### config.mk
export PLATFORM = sky130hd
export DESIGN_NAME = mc_ctrl
export DESIGN_NICKNAME = d
export VERILOG_FILES = /design/src/rtl/mc_ctrl.sv
export SDC_FILE = /design/constraint.sdc
export NUM_CORES = 1
export LEC_CHECK = 0
export ABC_AREA = 1
export BUFFER_PORTS_ARGS = -buffer_cell sky130_fd_sc_hd__buf_2
export CAP_MARGIN = 15
export CORE_MARGIN = 2
export CORE_UTILIZATION = 39
export DETAILED_ROUTE_END_ITERATION = 6
export GPL_ROUTABILITY_DRIVEN = 0
export PLACE_DENSITY = 0.64
export SKIP_CTS_REPAIR_TIMING = 1
export SLEW_MARGIN = 10
export SYNTH_ARGS = -nofsm -noshare
export SYNTH_HDL_FRONTEND = slang
export SYNTH_SLANG_ARGS = --single-unit
### constraint.sdc
create_clock -name clk -period 1.9 [get_ports clk]
set_input_delay 0.38 -clock clk [delete_from_list [all_inputs] [get_ports clk]]
set_output_delay 0.38 -clock clk [all_outputs]
set_load 0.05 [all_outputs]
### src/rtl/mc_ctrl.sv
// -----------------------------------------------------------------------------
// mc_ctrl -- multi-cycle sequencer for the RV32I core datapath
//
// Sequences the single-cycle datapath through the steps
// FETCH -> DECODE -> EXEC -> (MEM) -> WB. It gates the architectural write
// enables coming from main_ctrl, handshakes with imem/dmem, traps on illegal
// opcodes and memory timeouts, and keeps the cycle and retired-instruction
// counters.
//
// Parameters
//   MEM_TIMEOUT  maximum wait cycles for imem_ack / dmem_ack (>= 2)
//   CNT_W        width of the performance counters
//
// Ports
//   clk          core clock
//   rst          synchronous, active-high reset
//   run          level; high lets the core fetch new instructions
//   imem_ack     instruction word valid at imem output this cycle
//   dmem_ack     dmem access completes this cycle
//   inst_op      opcode field inst[6:0] of the instruction register
//   reg_wr_i     reg_wr from main_ctrl
//   mem_rd_i     mem_rd from main_ctrl
//   mem_wr_i     mem_wr from main_ctrl
//   imem_req     instruction fetch request            (Moore)
//   ir_we        instruction register load enable     (Mealy on imem_ack)
//   pc_we        pc register load enable              (Moore)
//   reg_wr_o     gated reg_file write enable          (Mealy on reg_wr_i)
//   mem_rd_o     gated dmem read enable               (Mealy on mem_rd_i)
//   mem_wr_o     gated dmem write enable              (Mealy on mem_wr_i)
//   retire       one-cycle pulse per completed instruction (Moore)
//   fault        sticky trap flag                     (Moore)
//   state_o      current state encoding               (Moore)
//   cycle_cnt    active-cycle counter
//   instret_cnt  retired-instruction counter
// -----------------------------------------------------------------------------
module mc_ctrl #(
    parameter int MEM_TIMEOUT = 16,
    parameter int CNT_W       = 32
) (
    input  logic             clk,
    input  logic             rst,
    input  logic             run,
    input  logic             imem_ack,
    input  logic             dmem_ack,
    input  logic [6:0]       inst_op,
    input  logic             reg_wr_i,
    input  logic             mem_rd_i,
    input  logic             mem_wr_i,
    output logic             imem_req,
    output logic             ir_we,
    output logic             pc_we,
    output logic             reg_wr_o,
    output logic             mem_rd_o,
    output logic             mem_wr_o,
    output logic             retire,
    output logic             fault,
    output logic [2:0]       state_o,
    output logic [CNT_W-1:0] cycle_cnt,
    output logic [CNT_W-1:0] instret_cnt
);

    // Wait counter only has to reach MEM_TIMEOUT-1.
    localparam int WAIT_W = (MEM_TIMEOUT > 1) ? $clog2(MEM_TIMEOUT) : 1;
    localparam logic [WAIT_W-1:0] WAIT_LAST = WAIT_W'(MEM_TIMEOUT - 1);
    localparam logic [WAIT_W-1:0] WAIT_ONE  = WAIT_W'(1);
    localparam logic [CNT_W-1:0]  CNT_ONE   = CNT_W'(1);

    typedef enum logic [2:0] {
        S_IDLE   = 3'd0,
        S_FETCH  = 3'd1,
        S_DECODE = 3'd2,
        S_EXEC   = 3'd3,
        S_MEM    = 3'd4,
        S_WB     = 3'd5,
        S_FAULT  = 3'd6
    } state_t;

    // RV32I base opcodes accepted by the datapath.
    function automatic logic op_is_legal(input logic [6:0] op);
        case (op)
            7'b0110011,            // OP
            7'b0010011,            // OP-IMM
            7'b0000011,            // LOAD
            7'b0100011,            // STORE
            7'b1100011,            // BRANCH
            7'b1101111,            // JAL
            7'b1100111,            // JALR
            7'b0110111,            // LUI
            7'b0010111:            // AUIPC
                op_is_legal = 1'b1;
            default:
                op_is_legal = 1'b0;
        endcase
    endfunction

    state_t             state_q, state_d;
    logic [WAIT_W-1:0]  wait_q, wait_d;
    logic [CNT_W-1:0]   cycle_cnt_q, cycle_cnt_d;
    logic [CNT_W-1:0]   instret_cnt_q, instret_cnt_d;
    logic               active;

    // -------------------------------------------------------------------------
    // State register and counters
    // -------------------------------------------------------------------------
    // NOTE: state is updated with non-blocking assignments so every flop
    // samples the pre-edge value of its peers; blocking here would create
    // order-dependent simulation and mismatch the synthesized netlist.
    always_ff @(posedge clk) begin
        if (rst) begin
            state_q       <= S_IDLE;
            wait_q        <= '0;
            cycle_cnt_q   <= '0;
            instret_cnt_q <= '0;
        end else begin
            state_q       <= state_d;
            wait_q        <= wait_d;
            cycle_cnt_q   <= cycle_cnt_d;
            instret_cnt_q <= instret_cnt_d;
        end
    end

    // -------------------------------------------------------------------------
    // Next-state logic
    // -------------------------------------------------------------------------
    // NOTE: every signal written here gets a default first, so no path can
    // leave it unassigned and infer a latch.
    always_comb begin
        state_d = state_q;
        wait_d  = wait_q;

        case (state_q)
            S_IDLE: begin
                if (run) begin
                    state_d = S_FETCH;
                    wait_d  = '0;
                end
            end

            S_FETCH: begin
                // Ack is tested before the timeout, so an ack on the last
                // permitted cycle still completes the fetch.
                if (imem_ack) begin
                    state_d = S_DECODE;
                end else if (wait_q == WAIT_LAST) begin
                    state_d = S_FAULT;
                end else begin
                    wait_d = wait_q + WAIT_ONE;
                end
            end

            S_DECODE: begin
                state_d = op_is_legal(inst_op) ? S_EXEC : S_FAULT;
            end

            S_EXEC: begin
                if (mem_rd_i || mem_wr_i) begin
                    state_d = S_MEM;
                    wait_d  = '0;
                end else begin
                    state_d = S_WB;
                end
            end

            S_MEM: begin
                if (dmem_ack) begin
                    state_d = S_WB;
                end else if (wait_q == WAIT_LAST) begin
                    state_d = S_FAULT;
                end else begin
                    wait_d = wait_q + WAIT_ONE;
                end
            end

            S_WB: begin
                // run is sampled only at instruction boundaries, so a drop
                // mid-instruction still lets the instruction retire.
                if (run) begin
                    state_d = S_FETCH;
                    wait_d  = '0;
                end else begin
                    state_d = S_IDLE;
                end
            end

            S_FAULT: begin
                state_d = S_FAULT;
            end

            // Encoding 7 is unreachable; treat it as a trap.
            default: begin
                state_d = S_FAULT;
            end
        endcase
    end

    // -------------------------------------------------------------------------
    // Output decode
    // -------------------------------------------------------------------------
    always_comb begin
        imem_req = 1'b0;
        ir_we    = 1'b0;
        pc_we    = 1'b0;
        reg_wr_o = 1'b0;
        mem_rd_o = 1'b0;
        mem_wr_o = 1'b0;
        retire   = 1'b0;
        fault    = 1'b0;
        active   = 1'b0;

        case (state_q)
            S_FETCH: begin
                imem_req = 1'b1;
                ir_we    = imem_ack;
                active   = 1'b1;
            end
            S_DECODE: begin
                active = 1'b1;
            end
            S_EXEC: begin
                active = 1'b1;
            end
            S_MEM: begin
                // Enables are held until dmem_ack; re-issuing the same store
                // while waiting is harmless.
                mem_rd_o = mem_rd_i;
                mem_wr_o = mem_wr_i;
                active   = 1'b1;
            end
            S_WB: begin
                reg_wr_o = reg_wr_i;
                pc_we    = 1'b1;
                retire   = 1'b1;
                active   = 1'b1;
            end
            S_IDLE: begin
                active = 1'b0;
            end
            default: begin
                // FAULT and the unreachable encoding 7.
                fault = 1'b1;
            end
        endcase
    end

    // -------------------------------------------------------------------------
    // Performance counters (wrap silently)
    // -------------------------------------------------------------------------
    always_comb begin
        cycle_cnt_d   = active ? (cycle_cnt_q + CNT_ONE) : cycle_cnt_q;
        instret_cnt_d = retire ? (instret_cnt_q + CNT_ONE) : instret_cnt_q;
    end

    assign state_o     = state_q;
    assign cycle_cnt   = cycle_cnt_q;
    assign instret_cnt = instret_cnt_q;

endmodule

==> results of run 1 <==
stage by stage:
stage	util [%]	instances	area [um2]	hold slack, ns	worst slack [ns]
final	48.6	928	5020	0.386	0.0924
after global routing	48.6	928	5020	0.424	0.00377
after CTS	48.3	926	4980	0.371	-0.0739
after detailed placement	46.4	910	4790	0.477	0.181
after global placement	46.4	910	4790	0.469	0.227
after floorplan	-	690	4180	0.466	-0.0149
power groups by stage:
stage	clock network [mW]	registers, mW	logic, mW
2_1_floorplan	0	1.76	0.504
3_3_place_gp	0	1.65	0.814
3_5_place_dp	0	1.65	0.829
4_1_cts	1.27	1.62	0.832
5_1_grt	1.32	1.64	0.920
6_report	1.23	1.62	0.846
Yosys cell counts, drive strengths merged:
master  count  area, um2
nand2     218        823
nor2      145        597
inv        84        315
dfxtp      71       1420
nand3      48        278
a21oi      38        190
o21ai      18       90.1
nor3       16       85.1
nand4      12       75.1
buf         7       43.8
clkbuf      7       26.3
xor2        4       35.0
a31oi       3       18.8
ha          3       37.5
o21a        3       22.5
xnor2       3       26.3
and3        2       12.5
nor3b       2       15.0
a22oi       1       7.51
and2        1       6.26
nor4        1       6.26
o211ai      1       7.51
o21bai      1       7.51
o22ai       1       6.26
worst paths after layout:
| path | start | to | slack (ns) | cells after the start |
|---|---|---|---|---|
| min | imem_ack | state_o[2]$_SDFFE_PP0P_ | 0.39 | 4 |
| min reg2reg | cycle_cnt[10]$_SDFFE_PP0P_ | cycle_cnt[10]$_SDFFE_PP0P_ | 0.48 | 2 |
| max reg2reg | cycle_cnt[1]$_SDFFE_PP0P_ | cycle_cnt[18]$_SDFFE_PP0P_ | 0.19 | 10 |
| max | state_o[1]$_SDFFE_PP0P_ | reg_wr_o | 0.09 | 5 |
sequential cells by signal (all words and copies together), names as in the netlist:
register	cells
state_o	3
wait_q	4
instret_cnt	32
cycle_cnt	32
final cells by class:
type                       instances  area (um2)
tap                              136         170
clock inverter                     7        71.3
clock buffer                       9         124
sequential                        71        1430
inverter                          84         319
multi-input combinational        521        2360
timing repair buffer             100         538
fill                            1111        5310
worst max-delay path: stages (launching register included):
cell,delay [ns]
dfxtp_2,0.36
inv_2,0.13
nand3_4,0.13
buf_4,0.18
nor2_2,0.07
clkbuf_4,0.22
cell families after synthesis:
kind of cell	Yosys count	synth area share [%]
AO/OA/AOI/OAI	66	8.43
XOR/XNOR	7	1.48
adder cells (fa/ha/maj)	3	0.904
buffers and inverters	98	9.28
flip-flops	71	34.2
AND/OR/NAND/NOR	445	45.7
per-layer routing:
layer / track usage (%) / vias up
met3: 3.53 / 10
met1: 24.3 / 2029
met5: 0 / -
met2: 36.7 / 91
li1: - / 2359
met4: 5.75 / 0
==> results.toml, run 1 <==
[floorplan]
core_area_um2 = 10300
dieHeight_um = 107
row_count = 37
die_area_um2 = 11500
io_pins = 90
initial_core_util_pct = 40.2
dieWidth_um = 107

[power]
seqPwrFrac_pct = 43.9
total_power_mw = 3.70
pwr-share-comb_pct = 22.9
pwr-share-clk_pct = 33.2
p_sw_mw = 1.32
power.internal_mw = 2.38
sw_frac_of_total_pct = 35.6
powerDensity_nw_per_um2 = 737
peakVddDrop_mv = 0.300
p_leak_nw = 2.15

[sta]
finalMaxSlewViolations = 0
finalSetupViolCount = 0
period_needed_ns = 1.81
rsz0062_at_grt = "false"
hold_violations = 0
relSlewSlack_pct = 75.2
clock.fmax_ghz = 0.553
worstMarginPinSlew_ns = 0.371
finClkSkew_ns = 0.0137
finalSetupTns_ns = 0
post-route-period-util_pct = 95.1

[worst_setup_path]
worst_setup_path_start_kind = "register"
crit_fanout = 7
end_kind = "output pin"
required_ns = 1.52
crit_type = "reg2out"
cp.arrival_ns = 1.43

[cts]
insertion_delay_ns = 0.35
cts_tree = "done"
cts_buffer_depth = 2
cts_inserted_buffers = 9
clockRootBuffer = "clkbuf_8"
h-tree-depth = 3
cts.clk_slew.worst_paths_ns = 0.09
clkSinkCount = 71

[detailed_routing]
met3_length_um = 437
routed_wl_um = 11300
drc_errors = 0
dr_total_vias = 4489
drt_iter0_drc = 161
top_layer = "met4"
detail_route.wl_per_cell_um = 12.1
final_antenna_net_count = 0
drtPass1Iterations = 4
wl_met2_um = 5590
wl_met1_um = 5150
vias_per_cell = 4.84

[placement]
place.port_buffers = 89
place.detailed.hpwl_um = 8690

[run]
max_cap_viol_count = 0

[global_routing]
overflow = 0
antenna_found_initial = 0
grt.total_usage_pct = 20.2
grt_pass1_vias = 4192
grt_max_degree = 23
grt_pass1_wl_um = 18900

[final_layout]
areaGrowthSynthToFinish_pct = 20.8
final_common_cell = "nand2_1"
antenna_cells = 0
final_cell_mix = "216 x nand2_1, 129 x nor2_1, 85 x buf_2"
drive_above_1_share_pct = 19.2
nets = 805

[synth]
synth_cell_types = 35
ys_warn_count = 0
ys_seq_area_share_pct = 34.2
syn_area_um2 = 4150
synth-seq-cells = 71
syn-num-nets = 708
synthCells = 690
synth.avg_cell_area_um2 = 6.02

[status]
outcome = "finished, final reports clean"

[hold_path]
hp-class = "in2reg"
(Power assumes the default switching activity.)
==> run 2, diff against run 1 <==
ABC_AREA = default   (was 1)
PLACE_DENSITY = 0.66   (was 0.64)
==> run 2 against run 1 <==
Against the previous run:
- first-iteration DRC count down 76%
- global-route usage down 2.9 points
- critical path depth down 2
- non-clock buffer count up 9
- total power down 11%
- sequential share of layout area up 3.8 points
- routed wire length down 26%
- largest cell class unchanged
- largest power group unchanged
- highest routed layer unchanged
==> results.toml, run 2 <==
[synth]
syn-num-nets = 432
synth_compound_area_share_pct = 7.92
synth_edf_count = 0
async_reset_ff_share_pct = 0
syn_area_um2 = 3550
yosys_most_used_dff = "dfxtp_1"
ys_seq_area_share_pct = 40.0
synth_cell_types = 50
synth_common_cells = "71 x dfxtp_1, 60 x nor2_1, 33 x nand2_1, 29 x xnor2_1, 24 x xor2_1"
yosys-mux-area-fraction_pct = 0.282
synth.area.top_cells = "dfxtp_1 40%, xnor2_1 7.1%, nor2_1 6.3%, xor2_1 5.9%, nand2_1 3.5%"
synthAdderAreaFrac_pct = 1.06
yosys.area.top_type = "dfxtp_1"
synth_top_area_share_pct = 40.0
post-synth-top-count-cell = "dfxtp_1"
ys_warn_count = 0
synth.avg_cell_area_um2 = 8.58
synth-seq-cells = 71
synth_top_family_by_area = "simple AND/OR/NAND/NOR gates"
synthCells = 414
synth_xor_area_share_pct = 13.1
yosys.area_share.simple_pct = 33.5

[power]
powerDensity_nw_per_um2 = 736
pwr-share-clk_pct = 37.6
p_leak_nw = 1.85
power.internal_mw = 2.33
seqPwrFrac_pct = 48.2
peakVddDrop_mv = 0.541
pwr-share-comb_pct = 14.2
total_power_mw = 3.28
p_sw_mw = 0.956
sw_frac_of_total_pct = 29.1

[worst_setup_path]
r2r_cells = 6
crit_chain = "nor2b_4 > and3_2 > buf_2"
crit_fanout = 15
crit_type = "reg2out"
startpoint = "state_o[0]$_SDFFE_PP0P_"
reg2reg_to = "wait_q[1]$_SDFFE_PP0P_"
critPathMaxStageDelay_ns = 0.45
cp_slowest_cell = "dfxtp_4"
cp.arrival_ns = 1.46
required_ns = 1.52
worst_setup_path_start_kind = "register"
rrSetupSlack_ns = 0.10
rr_startpoint = "state_o[2]$_SDFFE_PP0P_"
end_kind = "output pin"
cp-endpoint = "reg_wr_o"

[global_routing]
grt.total_usage_pct = 17.3
overflow = 0
grt_max_degree = 33
antenna_found_initial = 0
grt_pass1_wl_um = 14000
grt_pass1_vias = 3104

[final_layout]
nets = 531
areaGrowthSynthToFinish_pct = 25.5
multiInputGateArea_um2 = 2030
antenna_cells = 0
fill_cells = 872
seqCellArea_um2 = 1440
drive_above_1_share_pct = 31.5
final_common_cell = "buf_2"
final_cell_mix = "85 x buf_2, 61 x dfxtp_1, 60 x nor2_1"

[cts]
h-tree-depth = 3
clockRootBuffer = "clkbuf_8"
cts_tree = "done"
insertion_delay_ns = 0.35
clkSinkCount = 71
cts_inserted_buffers = 9
cts.clk_slew.worst_paths_ns = 0.08
cts_buffer_depth = 2

[sta]
clock.fmax_ghz = 0.545
finalSetupViolCount = 0
period_needed_ns = 1.84
finalSetupTns_ns = 0
relSlewSlack_pct = 76.8
finClkSkew_ns = 0.0145
hold_violations = 0
post-route-period-util_pct = 96.6
layout_setup_ws_ns = 0.0649
worstMarginPinSlew_ns = 0.345
finalMaxSlewViolations = 0

[detailed_routing]
drt_iter0_drc = 38
drc_errors = 0
drtPass1Iterations = 4
vias_per_cell = 5.19
detail_route.wl_per_cell_um = 13.4
dr_total_vias = 3246
final_antenna_net_count = 0
routed_wl_um = 8370

[hold_path]
hp-class = "in2reg"

[floorplan]
core_area_um2 = 8760
io_pins = 90
dieWidth_um = 99.5
initial_core_util_pct = 40.5
dieHeight_um = 99.5
die_area_um2 = 9890
row_count = 34

[placement]
place.detailed.hpwl_um = 6130
dp_slack_ns = 0.0797
place.port_buffers = 89

[run]
max_cap_viol_count = 0

[status]
outcome = "finished, final reports clean"
[run 2: final cells by class]
class,instances,area share [%]
timing repair buffer,109,13.6
tap,108,3.03
clock buffer,10,3.09
clock inverter,6,1.52
sequential,71,32.3
multi-input combinational,312,45.5
inverter,10,0.926
[run 2: kinds of logic after synthesis]
family	Yosys count
compound gates	47
xor+xnor	53
fa+ha+maj	3
buf+inv	31
flops	71
mux	1
simple gates	208
[run 2: stage by stage]
| step | instances | util [%] | area (um2) | hold WS, ns |
|---|---|---|---|---|
| CTS | 625 | 50.2 | 4400 | 0.325 |
| floorplan | 414 | - | 3590 | 0.524 |
| global route | 626 | 50.9 | 4460 | 0.324 |
| finish | 626 | 50.9 | 4460 | 0.325 |
| global placement | 609 | 47.9 | 4200 | 0.467 |
| detailed placement | 609 | 47.9 | 4200 | 0.485 |
[run 2: routing by layer]
layer  vias to the layer above  global-route usage (%)  routed length, um
met1                      1528                    21.2               3800
met5                         -                       0                  0
met3                        12                    4.50                396
li1                       1646                       -                  -
met4                         0                    6.22                141
met2                        60                    29.4               4030
[run 2: worst min-delay path by stage]
stage | from | cells after the start | slack, ns | end
floorplan | wait_q[3]$_SDFFE_PP0P_ | 1 | 0.52 | wait_q[3]$_SDFFE_PP0P_
global placement | instret_cnt[31]$_SDFFE_PP0N_ | 2 | 0.47 | instret_cnt[31]$_SDFFE_PP0N_
detailed placement | instret_cnt[31]$_SDFFE_PP0N_ | 2 | 0.49 | instret_cnt[31]$_SDFFE_PP0N_
CTS | rst | 2 | 0.33 | state_o[2]$_SDFFE_PP0P_
global route | rst | 2 | 0.32 | state_o[0]$_SDFFE_PP0P_
finish | rst | 2 | 0.33 | state_o[0]$_SDFFE_PP0P_
[run 2: worst max-delay path: cells and delay by family, from the launching register on]
kind | cells | cell delay (ns)
AND/OR/NAND/NOR | 2 | 0.41
flip-flops | 1 | 0.45
buffers and inverters | 1 | 0.25
[run 2: power groups by stage]
stage          registers (mW)  logic (mW)  clock network, mW
2_1_floorplan            1.67       0.293                  0
3_3_place_gp             1.61       0.440                  0
3_5_place_dp             1.61       0.447                  0
4_1_cts                  1.58       0.449               1.27
5_1_grt                  1.59       0.508               1.34
6_report                 1.58       0.467               1.23
